File: src/rtl/pc_fetch_sequencer_pkg.sv
// Shared state encoding and address constants for the instruction fetch sequencer.
package pc_fetch_sequencer_pkg;

  typedef enum logic [2:0] {
    IDLE,
    REQ,
    WAIT,
    HOLD,
    DROP
  } fetch_state_t;

  localparam logic [31:0] DEFAULT_RESET_VECTOR = 32'h8000_0000;
  localparam logic [31:0] DEFAULT_TRAP_VECTOR  = 32'h8000_0004;
  localparam logic [31:0] ILEN_BYTES           = 32'd4;

  function automatic logic [31:0] word_align(input logic [31:0] addr);
    return {addr[31:2], 2'b00};
  endfunction

endpackage

File: src/rtl/pc_fetch_sequencer.sv
// Program counter owner: issues one fetch at a time, squashes in-flight fetches on
// redirects and hands fetched instructions to decode over a valid/ready stream.
module pc_fetch_sequencer
  import pc_fetch_sequencer_pkg::*;
#(
  parameter logic [31:0] RESET_VECTOR = DEFAULT_RESET_VECTOR,
  parameter logic [31:0] TRAP_VECTOR  = DEFAULT_TRAP_VECTOR
) (
  input  logic        clk,
  input  logic        rst,
  input  logic        redirect_valid,
  input  logic [31:0] redirect_target,
  input  logic        trap_valid,
  output logic        imem_req,
  output logic [31:0] imem_addr,
  input  logic        imem_gnt,
  input  logic        imem_rvalid,
  input  logic [31:0] imem_rdata,
  output logic        if_valid,
  input  logic        if_ready,
  output logic [31:0] if_pc,
  output logic [31:0] if_instr,
  output logic [31:0] pc_out,
  output logic        misalign_err
);

  fetch_state_t state;

  logic        take_redirect;
  logic [31:0] redirect_pc;
  logic        target_misaligned;

  // Trap wins over branch/jump; a misaligned branch target is flagged but still taken.
  assign take_redirect     = trap_valid | redirect_valid;
  assign redirect_pc       = trap_valid ? TRAP_VECTOR : word_align(redirect_target);
  assign target_misaligned = redirect_valid & ~trap_valid & (redirect_target[1:0] != 2'b00);
  assign imem_addr         = pc_out;

  always_ff @(posedge clk or negedge rst) begin
    if (!rst) begin
      state        <= IDLE;
      pc_out       <= RESET_VECTOR;
      imem_req     <= 1'b0;
      if_valid     <= 1'b0;
      if_pc        <= 32'h0;
      if_instr     <= 32'h0;
      misalign_err <= 1'b0;
    end else begin
      misalign_err <= target_misaligned;
      if (take_redirect) begin
        pc_out <= redirect_pc;
      end

      case (state)
        IDLE: begin
          state    <= REQ;
          imem_req <= 1'b1;
        end

        REQ: begin
          // A fetch granted alongside a redirect is for the stale PC and must be drained.
          if (imem_gnt) begin
            imem_req <= 1'b0;
            state    <= take_redirect ? DROP : WAIT;
          end
        end

        WAIT: begin
          if (take_redirect) begin
            if (imem_rvalid) begin
              state    <= REQ;
              imem_req <= 1'b1;
            end else begin
              state <= DROP;
            end
          end else if (imem_rvalid) begin
            if_valid <= 1'b1;
            if_pc    <= pc_out;
            if_instr <= imem_rdata;
            pc_out   <= pc_out + ILEN_BYTES;
            state    <= HOLD;
          end
        end

        HOLD: begin
          if (take_redirect || if_ready) begin
            if_valid <= 1'b0;
            state    <= REQ;
            imem_req <= 1'b1;
          end
        end

        DROP: begin
          if (imem_rvalid) begin
            state    <= REQ;
            imem_req <= 1'b1;
          end
        end

        default: begin
          state    <= IDLE;
          imem_req <= 1'b0;
          if_valid <= 1'b0;
        end
      endcase
    end
  end

endmodule

File: config.mk
export PLATFORM = sky130hd
export DESIGN_NAME = pc_fetch_sequencer
export DESIGN_NICKNAME = d
export VERILOG_FILES = /design/src/rtl/pc_fetch_sequencer_pkg.sv /design/src/rtl/pc_fetch_sequencer.sv
export SDC_FILE = /design/constraint.sdc
export NUM_CORES = 1
export LEC_CHECK = 0
export BUFFER_PORTS_ARGS = -buffer_cell sky130_fd_sc_hd__buf_2
export CAP_MARGIN = 40
export CORE_MARGIN = 2
export CORE_UTILIZATION = 48
export CTS_CLUSTER_DIAMETER = 30
export DETAILED_ROUTE_END_ITERATION = 10
export PLACE_DENSITY_LB_ADDON = 0.12
export SYNTH_ARGS = -nofsm -noshare
export SYNTH_HDL_FRONTEND = slang
export SYNTH_SLANG_ARGS = --single-unit
File: constraint.sdc
create_clock -name clk -period 2.6 [get_ports clk]
set_input_delay 0.39 -clock clk [delete_from_list [all_inputs] [get_ports clk]]
set_output_delay 0.39 -clock clk [all_outputs]
set_load 0.05 [all_outputs]
# Yosys cells after proc, flatten, opt, wreduce, memory -nomap -nowiden
# Cells that the tools add are included.
# classes
div_mod_pow,0
n_shift,0
n_reduce_logical,8
n_addsub,1
n_eq_ne,11
mul,0
order_cmp,0
n_bitwise,6
mux,22
# ops
cell,count
32-bit 2-to-1 mux,5
32-bit by 3-bit adder with 32-bit output (second input constant),1
3-bit 2-to-1 mux,7
3-bit one-hot mux with 5 select lines,1
2-bit inequality test (second input constant),6
4-bit AND reduction,2
1-bit 2-to-1 mux,7
3-bit by 2-bit equality test with 1-bit output (second input constant),2
3-bit AND reduction,2
1-bit one-hot mux with 5 select lines,1
3-bit by 1-bit equality test with 1-bit output (second input constant),1
3-bit equality test (second input constant),1
3-bit zero test,1
3-bit inequality test (second input constant),1
1-bit inverter,3
1-bit one-hot mux with 3 select lines,1
3-bit OR reduction,1
1-bit AND,2
2-bit nonzero test,1
1-bit logical OR,1
1-bit OR,1
# totals
memories,0
elab_cells,55
ramBits,0
mem_bits_ro,0
latchBits,0
reg_bits,102

# Depth between registers and ports, before layout
# depth
ltp_word,5
mapped_depth,7

# Least setup slack after synthesis
# Ideal clock, no wire load.
# synth_timing
path_type,register -> register
from,"register pc_out[2], in the netlist imem_addr[2]"
to,"register pc_out[16], in the netlist imem_addr[16]"
path_stages_with_launch,7
path_slack_ps,153
t_arrival_ps,2347
period_less_slack_ps,2447
path_buffers,1
path_cell_list,dfrtp_1 > ha_1 > nand4_1 > or4_1 > buf_2 > or3_1 > a311oi_1
# synth_via
elab_chain_len,4
# synth_lines
element,line,text
from (decl),pc_fetch_sequencer.sv:23,"output logic [31:0] pc_out,"
from (signal assigned),pc_fetch_sequencer.sv:51,pc_out <= redirect_pc;
from (signal assigned),pc_fetch_sequencer.sv:80,pc_out <= pc_out + ILEN_BYTES;
32-bit by 3-bit adder with 32-bit output,pc_fetch_sequencer.sv:80,
32-bit 2-to-1 mux,pc_fetch_sequencer.sv:76,end else if (imem_rvalid) begin
32-bit 2-to-1 mux,pc_fetch_sequencer.sv:69,if (take_redirect) begin
32-bit 2-to-1 mux,pc_fetch_sequencer.sv:54,case (state)
# No other way between the ends.
# A chain may end at the register's enable or synchronous reset.

# Final worst setup path
# layout_timing
from,"register pc_out[3], in the netlist imem_addr[3]"
to,"register pc_out[16], in the netlist imem_addr[16]"
# Same word-level chain as after synthesis.

==> flow_metrics.tcl <==
set metrics [dict create \
    yosys-top-cells-area "dfrtp_1 52%, mux2_2 14%, buf_4 5.0%, xor2_1 2.7%, nor2_1 2.4%" \
    htreeDepth 3 \
    hold_path_class "in -> reg" \
    vias_per_cell 5.19 \
    regArea_um2 2550 \
    syn_inst 425 \
    pin_count 202 \
    antenna_cells 0 \
    asyncSetResetFlopFracSynth_pct 100 \
    final_nets 668 \
    synth_edf_count 0 \
    vias 3807 \
    rows 36 \
    ys_seq_area_share_pct 52.8 \
    cap_violations 0 \
    synth_top_cells_by_count "101 x dfrtp_1, 61 x mux2_2, 32 x buf_4" \
    vdd_drop_max_uv 490 \
    drc 0 \
    required_ns 2.87 \
    fmax_mhz 451 \
    die_w_um 104 \
    grt_pass1_wl_um 18300 \
    grt_setup_unrepaired "false" \
    finalClockSkew_ns 0.00600 \
    place_hpwl_um 8500 \
    cts.path.max_buffers 2 \
    p_per_area_nw_per_um2 758 \
    drive_gt1_share_pct 49.9 \
    r2r_setup_slack_ns 0.38 \
    report.final.slew_viol_count 0 \
    critPathLaunchType "register" \
    postSynthAreaPerCell_um2 11.4 \
    yosysUniqueCellTypes 45 \
    status "completed" \
    use_met1_pct 29.4 \
    post_cts_resized 0 \
    first_pass_iters 4 \
    grt_pass1_vias 3596 \
    coreArea_um2 9770 \
    maxSlewHeadroom_pct 66.4 \
    path_clk_slew_ns 0.10 \
    wl_per_cell_um 15.8 \
    antenna_found_initial 0 \
    multi_input_area_um2 1950 \
    setup.worst_path.end_class "register" \
    routed_wl_um 11600 \
    synth_most_common_cell "dfrtp_1" \
    start_util_pct 49.4 \
    cts_buffers 9 \
    cts_setup_buffers 0 \
    ys_ff_latch 102 \
    tritoncts "done" \
    grt_max_degree 48 \
    synthFlopType "dfrtp_1" \
    tns_ns 0 \
    numPortBuffers 201 \
    yosysTopAreaCell "dfrtp_1" \
    root_buffer "clkbuf_8" \
    clock_latency_ns 0.36 \
    tightest_slew_ns 0.504 \
    fillCellCount 853 \
    worstSetupPathType "reg -> reg" \
    setup_violations 0 \
    use_met3_pct 3.07 \
    met2_usage_pct 33.8 \
    syn_to_final_growth_pct 25.0 \
    place.gp.congestion 0.783 \
    busiest_layer "met2" \
    crit_arrival_ns 2.49 \
    synth_warnings 0 \
    die_area_um2 10900 \
    period_minus_slack_ns 2.22 \
    drtIter0Drc 127 \
    die_h_um 104 \
    fin_area_um2 6040 \
    crit_fanout 7 \
    place_area_um2 5810 \
    finalHoldViolCount 0 \
    syn_area_um2 4830 \
    syn-num-nets 497 \
    ant_nets 0 \
    grt_overflow 0 \
    power.leakage_nw 3.28 \
    clkSinkCount 102 \
    period_share_pct 85.4 \
    synth.top_cell.area_share_pct 52.3 \
    track_usage_pct 21.2 \
]
==> placed cells by master (no fill, tap or decap), types with 3 or more instances in the layout <==
master,count
dfrtp_1,101
a21oi_1,10
o21ai_0,12
nor2_1,31
o22ai_1,4
and3_1,10
buf_2,200
nand4_1,12
mux2i_1,7
nor4_1,3
xnor2_1,10
buf_4,14
and4_1,3
mux2_2,61
nand2_1,24
nor3_1,9
clkbuf_8,10
a211oi_1,13
xor2_1,15
nand3_1,11
==> area by class of cell <==
| class | count | area share, % |
|---|---|---|
| multi-input combinational | 264 | 32.3 |
| clock buffer | 10 | 2.28 |
| inverter | 3 | 0.186 |
| timing repair buffer | 216 | 18.8 |
| sequential | 102 | 42.3 |
| tap | 133 | 2.76 |
| clock inverter | 6 | 1.41 |
==> worst max-delay path, cell delays in order (launching register included) <==
cell      delay, ns
dfrtp_1        0.44
ha_1           0.23
nand4_1        0.20
or4_1          0.66
or3_1          0.35
a311oi_1       0.24
==> power breakdown <==
| part | internal, W | switching [W] |
|---|---|---|
| registers | 0.00179 | 0.000155 |
| clock network | 0.000565 | 0.000547 |
| logic | 0.000410 | 0.00110 |
==> timing repair <==
action,CTS,global route
endpoints found under the hold margin,20,0
hold buffers,1,0
setup endpoints to repair,0,0
==> cells by family after synthesis <==
logic type | count (synthesis) | share of synthesized area, %
xor+xnor | 25 | 4.53
compound gates | 50 | 6.58
fa+ha+maj | 1 | 0.259
simple gates | 120 | 13.0
mux | 68 | 15.7
buf+inv | 59 | 7.12
flops | 102 | 52.8
==> worst paths after layout <==
path | from | to | depth (start not counted)
worst min-delay path | imem_rdata[1] | if_instr[1] | 2
worst max-delay path | imem_addr[3] | imem_addr[16] | 5
worst min register to register | if_pc[10] | if_pc[10] | 2
max in group asynchronous | rst | imem_addr[31] | 3
min in group asynchronous | rst | if_instr[16] | 2
worst max register to register | imem_addr[3] | imem_addr[16] | 5
==> metal layers <==
metal,up-vias,part of all wire (%)
met1,1862,45
met2,119,48
met4,0,1.3
li1,1815,-
met5,-,0
met3,11,5.6
==> metrics by stage <==
step           worst slack (ns)  cells  power (W)  hold WS, ns  utilization (%)
5_1_grt                   0.265    734    0.00477        0.237             61.8
2_1_floorplan             0.153    425    0.00312       0.0944                -
3_5_place_dp              0.402    717    0.00351        0.296             59.4
4_1_cts                   0.380    734    0.00462        0.233             61.8
3_3_place_gp              0.430    717    0.00348        0.295             59.4
6_report                  0.380    734    0.00458        0.253             61.8
==> registers in the layout, indices dropped and copies added (netlist names) <==
| register | flops |
|---|---|
| state | 3 |
| if_instr | 32 |
| if_valid | 1 |
| if_pc | 32 |
| misalign_err | 1 |
| imem_addr | 32 |
| imem_req | 1 |
Note: power is estimated with default switching activity, not from simulation.
